**config.mk**
```make
export PLATFORM = sky130hd
export DESIGN_NAME = wm_panel_input_flat
export DESIGN_NICKNAME = d
export VERILOG_FILES = /design/src/rtl/wm_panel_input_if.sv /design/src/rtl/wm_panel_input.sv /design/src/flat_wrapper.sv
export SDC_FILE = /design/constraint.sdc
export NUM_CORES = 1
export LEC_CHECK = 0
export CORE_AREA = 3 3 105 107
export CTS_BUF_LIST = sky130_fd_sc_hd__clkbuf_4 sky130_fd_sc_hd__clkbuf_8 sky130_fd_sc_hd__clkbuf_16
export CTS_CLUSTER_SIZE = 40
export DETAILED_ROUTE_END_ITERATION = 8
export DIE_AREA = 0 0 108 110
export GPL_TIMING_DRIVEN = 0
export SLEW_MARGIN = 20
export SYNTH_ARGS = -nofsm -noshare
export SYNTH_HDL_FRONTEND = slang
export SYNTH_SLANG_ARGS = --single-unit
```
**constraint.sdc**
```tcl
create_clock -name clk -period 2.4 [get_ports clk]
set_input_delay 0.24 -clock clk [delete_from_list [all_inputs] [get_ports clk]]
set_output_delay 0.24 -clock clk [all_outputs]
set_load 0.01 [all_outputs]
```
**src/rtl/wm_panel_input_if.sv**
```systemverilog
// Panel bundle: raw buttons and busy from the machine in, conditioned pulses and levels out.
interface wm_panel_input_if;
  logic       start_raw;
  logic       cancel_raw;
  logic       lid_raw;
  logic [2:0] mode_raw;
  logic       busy;
  logic       start;
  logic       cancel;
  logic       lid;
  logic       mode1;
  logic       mode2;
  logic       mode3;
  logic       err_lid;
  logic       err_nobusy;
  logic [1:0] panel_state;

  modport master (
    output start_raw, cancel_raw, lid_raw, mode_raw, busy,
    input  start, cancel, lid, mode1, mode2, mode3, err_lid, err_nobusy, panel_state
  );

  modport slave (
    input  start_raw, cancel_raw, lid_raw, mode_raw, busy,
    output start, cancel, lid, mode1, mode2, mode3, err_lid, err_nobusy, panel_state
  );
endinterface

```
**src/rtl/wm_panel_input.sv**
```systemverilog
// Front-panel conditioner: 2-flop sync + debounce, one-hot mode latch, start/cancel gating FSM.
// Latency: raw to debounced level 2+DEBOUNCE_CYCLES edges, event pulses one edge later; no backpressure.
module wm_panel_input #(
  parameter int DEBOUNCE_CYCLES = 4,
  parameter int CNT_W           = 8,
  parameter int BUSY_WAIT       = 4
) (
  input logic             clk,
  input logic             rst_n,
  wm_panel_input_if.slave pif
);
  // Bit order of the conditioned vector: {mode[2:0], lid, cancel, start}
  localparam int              NB      = 6;
  localparam logic [NB-1:0]   RST_VAL = 6'b000100;
  localparam int              WAIT_W  = $clog2(BUSY_WAIT + 1);

  typedef enum logic [1:0] {
    IDLE      = 2'd0,
    READY     = 2'd1,
    WAIT_BUSY = 2'd2,
    RUN       = 2'd3
  } state_t;

  logic [NB-1:0]             raw;
  logic [NB-1:0]             sync1;
  logic [NB-1:0]             sync2;
  logic [NB-1:0]             deb;
  logic [NB-1:0]             flip;
  logic [NB-1:0][CNT_W-1:0]  cnt;
  logic [1:0]                evt_prev;

  state_t            state, state_nxt;
  logic [2:0]        mode_q, mode_nxt;
  logic [WAIT_W-1:0] wait_cnt, wait_nxt;
  logic              start_q, start_nxt;
  logic              cancel_q, cancel_nxt;
  logic              err_lid_q, err_lid_nxt;
  logic              err_nobusy_q, err_nobusy_nxt;

  logic              start_rise;
  logic              cancel_rise;
  logic [2:0]        mode_new;

  assign raw = {pif.mode_raw, pif.lid_raw, pif.cancel_raw, pif.start_raw};

  always_ff @(posedge clk or negedge rst_n) begin
    if (!rst_n) begin
      sync1 <= RST_VAL;
      sync2 <= RST_VAL;
    end else begin
      sync1 <= raw;
      sync2 <= sync1;
    end
  end

  // A level flips on the edge where the disagreement run reaches DEBOUNCE_CYCLES.
  always_comb begin
    flip = '0;
    for (int i = 0; i < NB; i++) begin
      flip[i] = (sync2[i] != deb[i]) && (cnt[i] == CNT_W'(DEBOUNCE_CYCLES - 1));
    end
  end

  always_ff @(posedge clk or negedge rst_n) begin
    if (!rst_n) begin
      deb      <= RST_VAL;
      cnt      <= '0;
      evt_prev <= '0;
    end else begin
      deb      <= deb ^ flip;
      evt_prev <= deb[1:0];
      for (int i = 0; i < NB; i++) begin
        if ((sync2[i] == deb[i]) || flip[i]) begin
          cnt[i] <= '0;
        end else begin
          cnt[i] <= cnt[i] + CNT_W'(1);
        end
      end
    end
  end

  assign start_rise  = deb[0] & ~evt_prev[0];
  assign cancel_rise = deb[1] & ~evt_prev[1];
  // Mode selection latches on the same edge the debounced level rises.
  assign mode_new    = flip[5:3] & ~deb[5:3];

  always_comb begin
    state_nxt      = state;
    mode_nxt       = mode_q;
    wait_nxt       = wait_cnt;
    start_nxt      = 1'b0;
    cancel_nxt     = 1'b0;
    err_lid_nxt    = 1'b0;
    err_nobusy_nxt = 1'b0;

    if (((state == IDLE) || (state == READY)) && (mode_new != 3'b000)) begin
      if (mode_new[0])      mode_nxt = 3'b001;
      else if (mode_new[1]) mode_nxt = 3'b010;
      else                  mode_nxt = 3'b100;
    end

    case (state)
      IDLE: begin
        cancel_nxt = cancel_rise;
        if (mode_q != 3'b000) state_nxt = READY;
      end
      READY: begin
        if (cancel_rise) begin
          cancel_nxt = 1'b1;
          mode_nxt   = 3'b000;
          state_nxt  = IDLE;
        end else if (start_rise) begin
          if (deb[2]) begin
            err_lid_nxt = 1'b1;
          end else if (!pif.busy) begin
            start_nxt = 1'b1;
            state_nxt = WAIT_BUSY;
            wait_nxt  = WAIT_W'(BUSY_WAIT);
          end
        end
      end
      WAIT_BUSY: begin
        cancel_nxt = cancel_rise;
        if (pif.busy) begin
          state_nxt = RUN;
        end else if (wait_cnt <= WAIT_W'(1)) begin
          err_nobusy_nxt = 1'b1;
          state_nxt      = READY;
        end else begin
          wait_nxt = wait_cnt - WAIT_W'(1);
        end
      end
      RUN: begin
        cancel_nxt = cancel_rise;
        if (!pif.busy) state_nxt = READY;
      end
      default: state_nxt = IDLE;
    endcase
  end

  always_ff @(posedge clk or negedge rst_n) begin
    if (!rst_n) begin
      state        <= IDLE;
      mode_q       <= 3'b000;
      wait_cnt     <= '0;
      start_q      <= 1'b0;
      cancel_q     <= 1'b0;
      err_lid_q    <= 1'b0;
      err_nobusy_q <= 1'b0;
    end else begin
      state        <= state_nxt;
      mode_q       <= mode_nxt;
      wait_cnt     <= wait_nxt;
      start_q      <= start_nxt;
      cancel_q     <= cancel_nxt;
      err_lid_q    <= err_lid_nxt;
      err_nobusy_q <= err_nobusy_nxt;
    end
  end

  assign pif.start       = start_q;
  assign pif.cancel      = cancel_q;
  assign pif.lid         = deb[2];
  assign pif.mode1       = mode_q[0];
  assign pif.mode2       = mode_q[1];
  assign pif.mode3       = mode_q[2];
  assign pif.err_lid     = err_lid_q;
  assign pif.err_nobusy  = err_nobusy_q;
  assign pif.panel_state = state;
endmodule
```
**src/flat_wrapper.sv**
```systemverilog
// flat-port wrapper written by rule: the top's interface ports become plain ports
module wm_panel_input_flat 
#(
  parameter int DEBOUNCE_CYCLES = 4,
  parameter int CNT_W           = 8,
  parameter int BUSY_WAIT       = 4
)
  (clk, rst_n, pif_start_raw, pif_cancel_raw, pif_lid_raw, pif_mode_raw, pif_busy, pif_start, pif_cancel, pif_lid, pif_mode1, pif_mode2, pif_mode3, pif_err_lid, pif_err_nobusy, pif_panel_state);
  wm_panel_input_if pif_i ();
  input logic clk;
  input logic rst_n;
  input wire logic [$bits(pif_i.start_raw)-1:0] pif_start_raw;
  input wire logic [$bits(pif_i.cancel_raw)-1:0] pif_cancel_raw;
  input wire logic [$bits(pif_i.lid_raw)-1:0] pif_lid_raw;
  input wire logic [$bits(pif_i.mode_raw)-1:0] pif_mode_raw;
  input wire logic [$bits(pif_i.busy)-1:0] pif_busy;
  output wire logic [$bits(pif_i.start)-1:0] pif_start;
  output wire logic [$bits(pif_i.cancel)-1:0] pif_cancel;
  output wire logic [$bits(pif_i.lid)-1:0] pif_lid;
  output wire logic [$bits(pif_i.mode1)-1:0] pif_mode1;
  output wire logic [$bits(pif_i.mode2)-1:0] pif_mode2;
  output wire logic [$bits(pif_i.mode3)-1:0] pif_mode3;
  output wire logic [$bits(pif_i.err_lid)-1:0] pif_err_lid;
  output wire logic [$bits(pif_i.err_nobusy)-1:0] pif_err_nobusy;
  output wire logic [$bits(pif_i.panel_state)-1:0] pif_panel_state;
  assign pif_i.start_raw = pif_start_raw;
  assign pif_i.cancel_raw = pif_cancel_raw;
  assign pif_i.lid_raw = pif_lid_raw;
  assign pif_i.mode_raw = pif_mode_raw;
  assign pif_i.busy = pif_busy;
  assign pif_start = pif_i.start;
  assign pif_cancel = pif_i.cancel;
  assign pif_lid = pif_i.lid;
  assign pif_mode1 = pif_i.mode1;
  assign pif_mode2 = pif_i.mode2;
  assign pif_mode3 = pif_i.mode3;
  assign pif_err_lid = pif_i.err_lid;
  assign pif_err_nobusy = pif_i.err_nobusy;
  assign pif_panel_state = pif_i.panel_state;
  wm_panel_input #(.DEBOUNCE_CYCLES(DEBOUNCE_CYCLES), .CNT_W(CNT_W), .BUSY_WAIT(BUSY_WAIT)) u_core (.clk(clk), .rst_n(rst_n), .pif(pif_i));
endmodule
```
==> summary.txt <==
status: complete, no violations
worst hold-check path type: in2reg
CP Buf/Inv Count: 0
unrepaired setup endpoints after global routing: no
initial DRC count: 111
crit path launch: u_core.cnt[32]
Met1 Routed Length: 2826 um
worst-path cell chain: ha_1, or4b_1, nor4_1, a21oi_1, o21ai_0, a21oi_1
vias in the first global route: 2230
fin cells: 484
fin crit period: 1.995 ns
final worst path period share: 83.13%
Detailed Route WL: 5649 um
DR top layer: met4
drt first pass iters: 4
Fin Clk Skew: 0.005042 ns
post-CTS sizing: 0
power density cells: 977.3 nW/um^2
initial core utilization: 34.52%
Slew @ Worst Pin: 0.4714 ns
CP Launch Type: flop
Seq/Total Area, Yosys: 56.78%
CP Data Required Time: 2.63 ns
FP Rows: 37
Worst Setup End Kind: flop
Critical Path AT: 2.23 ns
synth unique cells: 43
fmax: 501.2 MHz
final worst setup slack: 0.4048 ns
die span in x: 108 um
DP HPWL: 3883 um
# Post-CTS Setup Buffers: 0
synthesized area per cell: 11.32 sq um
synthesized area: 3532 sq um
Die Y: 110 um
maximum VDD drop: 0.4867 mV
Area Growth Syn to Fin: 17.29%
clk root buf: clkbuf_8
Crit Path Category: reg2reg
HP Start: pif_lid_raw
top cell family by delay on the critical path: simple AND/OR/NAND/NOR gates
initial antenna violation count: 0
fin nets: 365
syn nets: 334
grt ovf: 0
CTS tree: yes
met3 wire length: 247 um
worst skew pair latency: 0.35 ns
clock sinks: 80
Main synth FF type: dfrtp_1
Final ANT Viol Nets: 0
IO Count: 19
Slew headroom: 68.29%
Post-synth EDFFs: 0
critical-path maximum fanout: 4
Synth Register Bits: 80
Slew Viols, Final: 0
Yosys top cell by area: dfrtp_1
ys async rst share: 100.0%
most frequent CP cell: a21oi_1
htree depth: 3
core footprint: 10230 sq um
final setup vio count: 0
ranking of synthesized cells by area: dfrtp_1 55%, xor2_1 7.7%, nor2_1 5.2%
Ys Warns: 0
RePlAce Congestion: 0.7625
clock-pin slew on the worst setup and hold paths: 0.08 ns
vias after detailed routing: 2226
Longest Clk Path Bufs: 2
commonest non-fill, non-tap cells in the layout: 77 x dfrtp_1, 49 x nor2_1, 31 x xor2_1
per-cell routed wire length: 11.67 um
Hold Vio Cnt, Final: 0
IO Port Bufs: 18
hold slack: 0.2988 ns
largest net degree at the start of global routing: 60
Via density: 4.599
DRC: 0
Crit-path slowest cell: or4b_1
clock buffer count from CTS: 9
ant diodes: 0
Setup TNS: 0 ns
Leak Pwr: 0.001899 uW
placed cell count: 467
first-pass GRT wire length: 10120 um
share of layout cells above drive strength 1: 10.63%
post-synth top area share: 54.55%
reg2reg start: u_core.cnt[32]
commonest non-fill, non-tap cell in the layout: dfrtp_1
maxcap violations: 0
WL met2: 2506 um
DP Worst Slack: 0.4154 ns
gr usage total: 10.68%
Total Power: 4049 uW
Post-Syn Instances: 312
delay of the slowest cell on the worst path: 0.47 ns
Die Footprint: 11880 sq um
cts hold-fix bufs: 1
==> cell type report <==
| cell class | count | area (sq um) |
|---|---|---|
| Timing Repair Buffer | 20 | 215.2 |
| Fill cell | 988 | 6088 |
| Inverter | 6 | 22.52 |
| Sequential cell | 80 | 2006 |
| Clock inverter | 5 | 80.08 |
| Clock buffer | 11 | 145.1 |
| Tap cell | 136 | 170.2 |
| Multi-Input combinational cell | 226 | 1504 |
==> worst register-to-register path: cells and delay by family, from the launching register on <==
family | cells | cell delay [ns]
AO/OA/AOI/OAI | 3 | 0.43
adder cells (fa/ha/maj) | 1 | 0.21
AND/OR/NAND/NOR | 2 | 0.85
flip-flops | 1 | 0.39
==> routing by layer <==
metal	track usage, %	up-vias
li1	-	1120
met1	13.59	1071
met2	17.14	28
met3	3.844	7
met4	3.246	0
met5	0	-
==> state kept, by name (all words and copies together), names as in the netlist, named ones only <==
signal / cells
u_core.pif.cancel: 1
u_core.mode_q: 3
u_core.sync1: 6
u_core.pif.panel_state: 2
u_core.wait_cnt: 3
u_core.evt_prev: 2
u_core.pif.err_lid: 1
u_core.sync2: 6
u_core.pif.start: 1
u_core.pif.err_nobusy: 1
u_core.cnt: 48
==> cells by family (layout without fill, tap and decap cells) <==
family	after synthesis	in the layout	synth area share [%]
simple gates	150	150	22.49
flops	80	80	56.78
buf+inv	6	42	0.6376
fa+ha+maj	13	13	4.605
xor+xnor	41	41	10.17
compound gates	15	15	3.153
mux	7	7	2.161
==> final timing paths <==
check,end,slack [ns],cells past startpoint
worst max register to register,u_core.mode_q[0],0.40,6
worst min register to register,u_core.sync2[3],0.35,0
worst min-delay path,u_core.sync1[2],0.30,1
worst max-delay path,u_core.mode_q[0],0.40,6
max in group asynchronous,u_core.sync2[2],1.47,3
min in group asynchronous,u_core.cnt[46],0.32,2
==> through the flow <==
stage                     instance area, sq um  util [%]
after global placement                    3882     37.95
after CTS                                 4143     40.49
after global routing                      4143     40.49
final                                     4143     40.49
after floorplan                           3532         -
after detailed placement                  3908     38.19
==> where the power goes <==
group	internal (uW)	leakage [uW]	switching (uW)
sequential	1620	0.00105	242
clock	624	0.000109	479
combinational	518	0.000744	570
==> cells in the mapped netlist (3+ instances only) <==
library cell  number
dfrtp_1           77
nor2_1            49
xor2_1            31
nand3_1           24
nand2_1           22
and3_1            17
ha_1              13
xnor2_1           10
inv_1              6
mux2_2             5
nor3_1             5
a21oi_1            4
dfstp_2            3
nand2b_1           3
nor3b_1            3
nor4_1             3
nor4b_1            3
Power figures use the tool's default switching activity.
